`config.mk`:
```
export PLATFORM = sky130hd
export DESIGN_NAME = fetch_unit_buffered
export DESIGN_NICKNAME = d
export VERILOG_FILES = /design/src/rtl/fetch_unit_buffered.sv
export SDC_FILE = /design/constraint.sdc
export NUM_CORES = 1
export LEC_CHECK = 0
export BUFFER_PORTS_ARGS = -buffer_cell sky130_fd_sc_hd__buf_2
export CORE_UTILIZATION = 60
export CTS_BUF_LIST = sky130_fd_sc_hd__clkbuf_4 sky130_fd_sc_hd__clkbuf_8
export DETAILED_ROUTE_END_ITERATION = 10
export HOLD_SLACK_MARGIN = 0.15
export PLACE_DENSITY = 0.82
export SYNTH_ARGS = -nofsm -noshare
export SYNTH_HDL_FRONTEND = slang
export SYNTH_SLANG_ARGS = --single-unit
```
`constraint.sdc`:
```
create_clock -name clk -period 3.95 [get_ports clk]
set_input_delay 0.1975 -clock clk [delete_from_list [all_inputs] [get_ports clk]]
set_output_delay 0.1975 -clock clk [all_outputs]
set_load 0.02 [all_outputs]
```
`src/rtl/fetch_unit_buffered.sv`:
```
// Buffered instruction-fetch stage.
// Issues sequential PC reads to a 1-cycle-latency instruction SRAM, queues the
// returned words in a PC-tagged FIFO and hands them to decode over valid/ready.
// A redirect empties the queue, kills the outstanding response and refetches
// from the (word-aligned) target in the same cycle.
module fetch_unit_buffered #(
  parameter int               WIDTH      = 32,
  parameter logic [WIDTH-1:0] RESET_PC   = {WIDTH{1'b0}},
  parameter int               FIFO_DEPTH = 4
) (
  input  logic                            clk,
  input  logic                            rst,
  output logic                            imem_en,
  output logic [WIDTH-1:0]                imem_addr,
  input  logic [WIDTH-1:0]                imem_rdata,
  input  logic                            redirect_valid,
  input  logic [WIDTH-1:0]                redirect_target,
  output logic                            out_valid,
  input  logic                            out_ready,
  output logic [WIDTH-1:0]                out_instr,
  output logic [WIDTH-1:0]                out_pc,
  output logic                            out_pred_taken,
  output logic [$clog2(FIFO_DEPTH):0]     fifo_level
);

  localparam int PW = $clog2(FIFO_DEPTH);
  localparam int LW = PW + 1;

  // Fetch-side state
  logic [WIDTH-1:0] fetch_pc_r;
  logic             inflight_r;
  logic [WIDTH-1:0] inflight_pc_r;

  // Instruction buffer
  logic [WIDTH-1:0] instr_mem_r [FIFO_DEPTH];
  logic [WIDTH-1:0] pc_mem_r    [FIFO_DEPTH];
  logic [PW-1:0]    rd_ptr_r;
  logic [PW-1:0]    wr_ptr_r;
  logic [LW-1:0]    count_r;

  // Combinational control
  logic [WIDTH-1:0] addr_s;
  logic [LW:0]      occ_s;
  logic             issue_s;
  logic             push_s;
  logic             pop_s;
  logic             valid_s;
  logic [LW-1:0]    count_next_s;

  // Request address, issue decision and FIFO push/pop qualifiers
  always_comb begin
    addr_s  = fetch_pc_r;
    issue_s = 1'b0;
    if (redirect_valid) begin
      addr_s = {redirect_target[WIDTH-1:2], 2'b00};
    end else begin
      addr_s = fetch_pc_r;
    end
    // Space is counted conservatively: a pop this cycle does not free a slot.
    occ_s = {1'b0, count_r} + {{LW{1'b0}}, inflight_r};
    if (rst) begin
      issue_s = 1'b0;
    end else if (redirect_valid) begin
      // The queue is being flushed, so there is always room for the target.
      issue_s = 1'b1;
    end else begin
      issue_s = (occ_s < (LW + 1)'(FIFO_DEPTH));
    end
    valid_s = (count_r != {LW{1'b0}});
    pop_s   = valid_s && out_ready;
    // A response landing during a redirect belongs to the abandoned path.
    push_s  = inflight_r && !redirect_valid && !rst;
  end

  // Next buffer occupancy
  always_comb begin
    count_next_s = count_r;
    if (redirect_valid) begin
      count_next_s = {LW{1'b0}};
    end else begin
      case ({push_s, pop_s})
        2'b10:   count_next_s = count_r + LW'(1);
        2'b01:   count_next_s = count_r - LW'(1);
        default: count_next_s = count_r;
      endcase
    end
  end

  // Fetch PC, in-flight tracking, buffer pointers and occupancy
  always_ff @(posedge clk) begin
    if (rst) begin
      fetch_pc_r    <= RESET_PC;
      inflight_r    <= 1'b0;
      inflight_pc_r <= RESET_PC;
      rd_ptr_r      <= {PW{1'b0}};
      wr_ptr_r      <= {PW{1'b0}};
      count_r       <= {LW{1'b0}};
    end else begin
      inflight_r <= issue_s;
      if (issue_s) begin
        fetch_pc_r    <= addr_s + WIDTH'(4);
        inflight_pc_r <= addr_s;
      end
      if (redirect_valid) begin
        rd_ptr_r <= {PW{1'b0}};
        wr_ptr_r <= {PW{1'b0}};
      end else begin
        if (push_s) begin
          wr_ptr_r <= wr_ptr_r + PW'(1);
        end
        if (pop_s) begin
          rd_ptr_r <= rd_ptr_r + PW'(1);
        end
      end
      count_r <= count_next_s;
    end
  end

  // Buffer storage: tag each returned word with the PC it was fetched from
  always_ff @(posedge clk) begin
    if (push_s) begin
      instr_mem_r[wr_ptr_r] <= imem_rdata;
      pc_mem_r[wr_ptr_r]    <= inflight_pc_r;
    end
  end

  assign imem_en        = issue_s;
  assign imem_addr      = addr_s;
  assign out_valid      = valid_s;
  assign out_instr      = instr_mem_r[rd_ptr_r];
  assign out_pc         = pc_mem_r[rd_ptr_r];
  assign out_pred_taken = 1'b0;
  assign fifo_level     = count_r;

endmodule

```
Yosys cells after proc, flatten, opt, wreduce, memory -nomap -nowiden
Memories as Yosys holds them, arrays and structs flattened. A register that Yosys moved wholly into a read port is not among the register bits.
Index checks and enable logic that the tools add are counted.
{"block": "word_totals", "mem_count": 2, "mem_bits_ro": 0, "latchBits": 0, "input_bits": 68, "output_inout_bits": 102, "ram_bits": 256, "ff_bits": 72}
{"block": "op_classes", "multipliers": 0, "order_cmp": 1, "div_mod_pow": 0, "n_addsub": 6, "n_mux": 10, "n_eq_ne": 2, "n_reduce_logical": 8, "bitwise_logic": 0, "shifts": 0}
{"name": "instr_mem_r", "words": 4, "width": 32, "read_ports": 1, "rd_clocked_by_memory_dff": 1, "wr": 1, "line_no": "35", "source": "logic [WIDTH-1:0] instr_mem_r [FIFO_DEPTH];"}
{"name": "pc_mem_r", "words": 4, "width": 32, "read_ports": 1, "rd_clocked_by_memory_dff": 1, "wr": 1, "line_no": "36", "source": "logic [WIDTH-1:0] pc_mem_r [FIFO_DEPTH];"}
{"operator": "32-bit by 3-bit adder with 32-bit output, second input constant", "count": 1}
{"operator": "32-bit two-way mux", "count": 1}
{"operator": "2-bit two-way mux", "count": 4}
{"operator": "3-bit one-hot mux with 2 select lines", "count": 1}
{"operator": "2-bit by 1-bit adder with 2-bit output, second input constant", "count": 2}
{"operator": "3-bit by 1-bit adder with 4-bit output", "count": 1}
{"operator": "4-bit by 3-bit < comparator with 1-bit output, second input constant", "count": 1}
{"operator": "1-bit two-way mux", "count": 4}
{"operator": "3-bit by 1-bit adder with 3-bit output, second input constant", "count": 1}
{"operator": "1-bit logical AND", "count": 3}
{"operator": "3-bit nonzero test", "count": 1}
{"operator": "3-bit by 1-bit subtractor with 3-bit output, second input constant", "count": 1}
{"operator": "2-bit by 1-bit equality test with 1-bit output, second input constant", "count": 1}
{"operator": "2-bit equality test, second input constant", "count": 1}
{"operator": "1-bit logical NOT", "count": 2}
{"operator": "2-bit nonzero test", "count": 1}
{"operator": "2-bit OR reduction", "count": 1}

Logic depth before layout (Yosys ltp)
{"block": "logic_depth", "ltp_word": 5, "depth_mapped": 13}

Worst setup path after synthesis
No wires, ideal clock.
{"block": "synth_path", "path_type": "input to register", "start": "in redirect_valid", "end": "reg fetch_pc_r[28]", "setup_slack_ns": 0.716, "path_buffers": 4, "stages": 12, "t_arrival_ns": 3.116, "path_cell_list": "buf_6 > buf_2 > buf_1 > buf_1 > mux2i_1 > inv_1 > ha_1 > nand4b_1 > a22oi_2 > nand4_1 > or4_1 > a32o_1"}
{"block": "synth_between", "elab_chain_len": 2, "elab_cells_between_ends": 4}
{"element": "from (decl)", "line_no": "16", "source": "input logic redirect_valid,"}
{"element": "32-bit two-way mux", "line_no": "54", "source": "if (redirect_valid) begin"}
{"element": "net imem_addr[2]", "line_no": "14", "source": "output logic [WIDTH-1:0] imem_addr,"}
{"element": "32-bit by 3-bit adder with 32-bit output", "line_no": "101", "source": "fetch_pc_r <= addr_s + WIDTH'(4);"}
{"element": "to (signal assigned)", "line_no": "101"}
{"element": "to (decl)", "line_no": "30", "source": "logic [WIDTH-1:0] fetch_pc_r;"}
The timed path passes the listed nets, and every way through them passes these cells.
A chain may end at the register's enable or synchronous reset.

==> impl_summary.log <==
[metrics] f_max: 379 MHz
[metrics] cts bufs inserted: 50
[metrics] area share of the largest cell type after synthesis: 0.594
[metrics] Std-Cell Rows: 53
[metrics] Worst Tran Pin Value: just over 1000 ps
[metrics] Iter 0 DRT Violations: 520
[metrics] final setup fails: 0
[metrics] Clock Skew: between 20 and 30 ps
[metrics] first-pass detailed-route iteration total: 7
[metrics] clock sink count: between 300 and 400
[metrics] maximum buffer depth of the clock tree: 3
[metrics] Die Footprint: 22,100 um^2
[metrics] post-route insts no fill: 1,357
[metrics] worst min-delay path category: primary input to register
[metrics] placed inst area: around 14,000 um^2
[metrics] Total Negative Setup Slacks: 0 ps
[metrics] Synth Area per Inst: ~16 um^2
[metrics] RePlAce Congestion: between 0.8 and 0.9
[metrics] share of flip-flops with an asynchronous set or reset: 0
[metrics] post-route cell area: 15,900 um^2
[metrics] post-synth design cell area: ~13,000 um^2
[metrics] minimum clock period after layout: ~2600 ps
[metrics] total count of hold-check failures in the final report: 0
[metrics] CP max FO: 39
[metrics] GRT Residual Overflow: 0
[metrics] net total in the final layout: roughly 1,100
[metrics] relative slew slack: 0.316
[metrics] portion of the post-synthesis area used by sequential elements: 0.706
[metrics] max-slew violations: 0
[metrics] number of warning messages in the yosys log: 0
[metrics] global-route wire length before repair: roughly 42 mm
[metrics] share of final-layout standard cells stronger than drive strength 1: 0.321
[metrics] depth of the worst register-to-register path: 5
[metrics] power density over cell area: ~470 nW/um^2
[metrics] CTS clk-pin slew, worst paths: about 60 ps
[metrics] top-count cell post-synth: sky130_fd_sc_hd__edfxtp_1
[metrics] aggregate routed wire length: about 27 mm
[metrics] number of synthesized flops with an enable pin: 256
[metrics] PostCTS Resize Cnt: 0
[metrics] area leader, netlist: sky130_fd_sc_hd__edfxtp_1
[metrics] vias per std cell: about 5.8
[metrics] count of maximum capacitance violations: 0
[metrics] Routed Antenna Nets: 0
[metrics] Synth Net Count: between 800 and 900
[metrics] worst hold slack after final layout: 199 ps
[metrics] root cell of the clock tree: sky130_fd_sc_hd__clkbuf_8
[metrics] kind of end point of the critical path: primary output
[metrics] remaining design rule violation count: 0
[metrics] global-route total usage across every layer: 0.249
[metrics] average wire per standard cell: approximately 20 um
[metrics] Post-DP HPWL: 15.7 mm
[metrics] worst slack, placed: between 1000 and 1500 ps
[metrics] height of the chip: between 100 and 150 um
[metrics] Peak supply drop: 0.274 mV
[metrics] largest net degree at the start of global routing: 65
[metrics] register bit total from synthesis: approximately 330
[metrics] cell leakage power: 5.80 nW
[metrics] Post-Syn Instances: 790
[metrics] I/O Pins: 170
[metrics] effective utilization at floorplan: 0.613
[metrics] Die X: around 150 um
[metrics] WS Path Type: register to primary output
[metrics] clock tree from TritonCTS: built
[metrics] count of H-tree levels built during CTS: 2
[metrics] count of unique library cells instantiated by Yosys: 57
[metrics] RSZ-0062 raised after global routing: no
[metrics] commonest cells in the synthesized netlist: sky130_fd_sc_hd__edfxtp_1, sky130_fd_sc_hd__dfxtp_1, sky130_fd_sc_hd__nand2_1
[metrics] area added between synthesis and finish: 22.7%
[metrics] arrival time at the worst endpoint: about 2400 ps
[metrics] final cycle utilization of the critical path: 0.668
[metrics] via count of the first global-routing pass: roughly 8,000
[metrics] kind of launch point of the worst setup path: register
[metrics] Hold Crit Depth: 3
[metrics] count of buffers inserted at the top-level ports: about 170
[metrics] Worst EP required: 3750 ps
[metrics] Core Box Area: 21,100 um^2
[metrics] outcome: finished, final reports clean
[metrics] dominant synthesized flop cell: sky130_fd_sc_hd__edfxtp_1
[metrics] count of placed standard cells including taps: about 1,200
[metrics] cell types with the largest area share after synthesis: sky130_fd_sc_hd__edfxtp_1, sky130_fd_sc_hd__dfxtp_1, sky130_fd_sc_hd__mux4_2, sky130_fd_sc_hd__nand2_1, sky130_fd_sc_hd__mux2i_1
[metrics] clk_lat worst skew: around 560 ps
[metrics] Diodes inserted: 0
[metrics] least setup slack across all paths after layout: around 1300 ps
[metrics] total vias in the final route: ~7,900
[metrics] antenna violations before repair: 0
[what timing repair did]
| action | 4_1_cts | 5_1_grt |
|---|---|---|
| hold buffers | 61 | 0 |
| hold endpoints to repair | 171 | 0 |
| buffers inserted | 0 | 0 |
[flip-flops by register name, summed over array words and instances, names as in the netlist, named ones only]
signal / cells
instr_mem_r: 128
inflight_pc_r: 30
pc_mem_r: 128
inflight_r: 1
fetch_pc_r: 32
wr_ptr_r: 2
fifo_level: 3
rd_ptr_r: 2
[report_power, final]
group          leakage, nW  switching, mW  internal [mW]  total (mW)
Sequential            2.92         0.0537           3.79        3.84
Combinational         2.27          0.254          0.178       0.432
Clock                0.614           1.30           1.93        3.24
Total                 5.80           1.61           5.90        7.51
[area by class of cell]
class	count	area [um^2]
Timing Repair Buffer	235	1510
Inverter	36	135
Sequential cell	328	9140
Clock buffer	64	837
Multi-Input combinational cell	389	3540
Fill cell	1265	5220
Tap cell	275	344
Clock inverter	30	362
[worst max-delay path, stage by stage, from the launching register on]
cell	delay, ps
sky130_fd_sc_hd__dfxtp_4	700
sky130_fd_sc_hd__buf_12	370
sky130_fd_sc_hd__mux4_2	580
sky130_fd_sc_hd__buf_2	180
[routing by layer]
layer / wire length (um) / global-route usage
met3: 2240 / 0.0544
met4: 454 / 0.0760
met2: 13100 / 0.401
met5: 0 / 0
met1: 11400 / 0.342
[through the flow]
stage | utilization | total power, mW
finish | 0.752 | 7.51
global route | 0.752 | 7.73
CTS | 0.752 | 7.54
detailed placement | 0.667 | 4.29
global placement | 0.667 | 4.27
floorplan | - | 4.13
[cells by family after synthesis]
kind of cell	count (synthesis)	synth area share
DFF	328	0.706
and+or+nand+nor	175	0.0706
AOI/OAI and AO/OA	97	0.0481
muxes	93	0.134
buffers and inverters	73	0.0227
xor gates and xnor gates	16	0.0108
adders and majority gates	7	0.00735
other	1	0.000290
[cells in the final DEF, fill, tap and decap left out, drive strengths merged, types with 4 or more instances in the layout]
cell,n
edfxtp,256
buf,174
dfxtp,72
nand2,67
mux4,64
clkbuf,64
dlygate4sd3,61
o21ai,42
inv,36
nand3,27
mux2i,24
clkinv,17
a21oi,16
nor2,16
nand4,13
xnor2,12
nand3b,12
and3,11
bufinv,8
ha,6
a22oi,6
mux2,5
nand4b,5
o31ai,5
a32o,5
clkinvlp,5
or3,4
or4,4
xor2,4
a22o,4
[final timing paths]
path	end	start	slack, ps
max	out_instr[6]	register	1310
min reg2reg	fetch_pc_r[11]	fetch_pc_r[11]	480
max reg2reg	fetch_pc_r[17]	inflight_r	1410
min	inflight_pc_r[31]	redirect_target[31]	200
(Power assumes the default switching activity.)
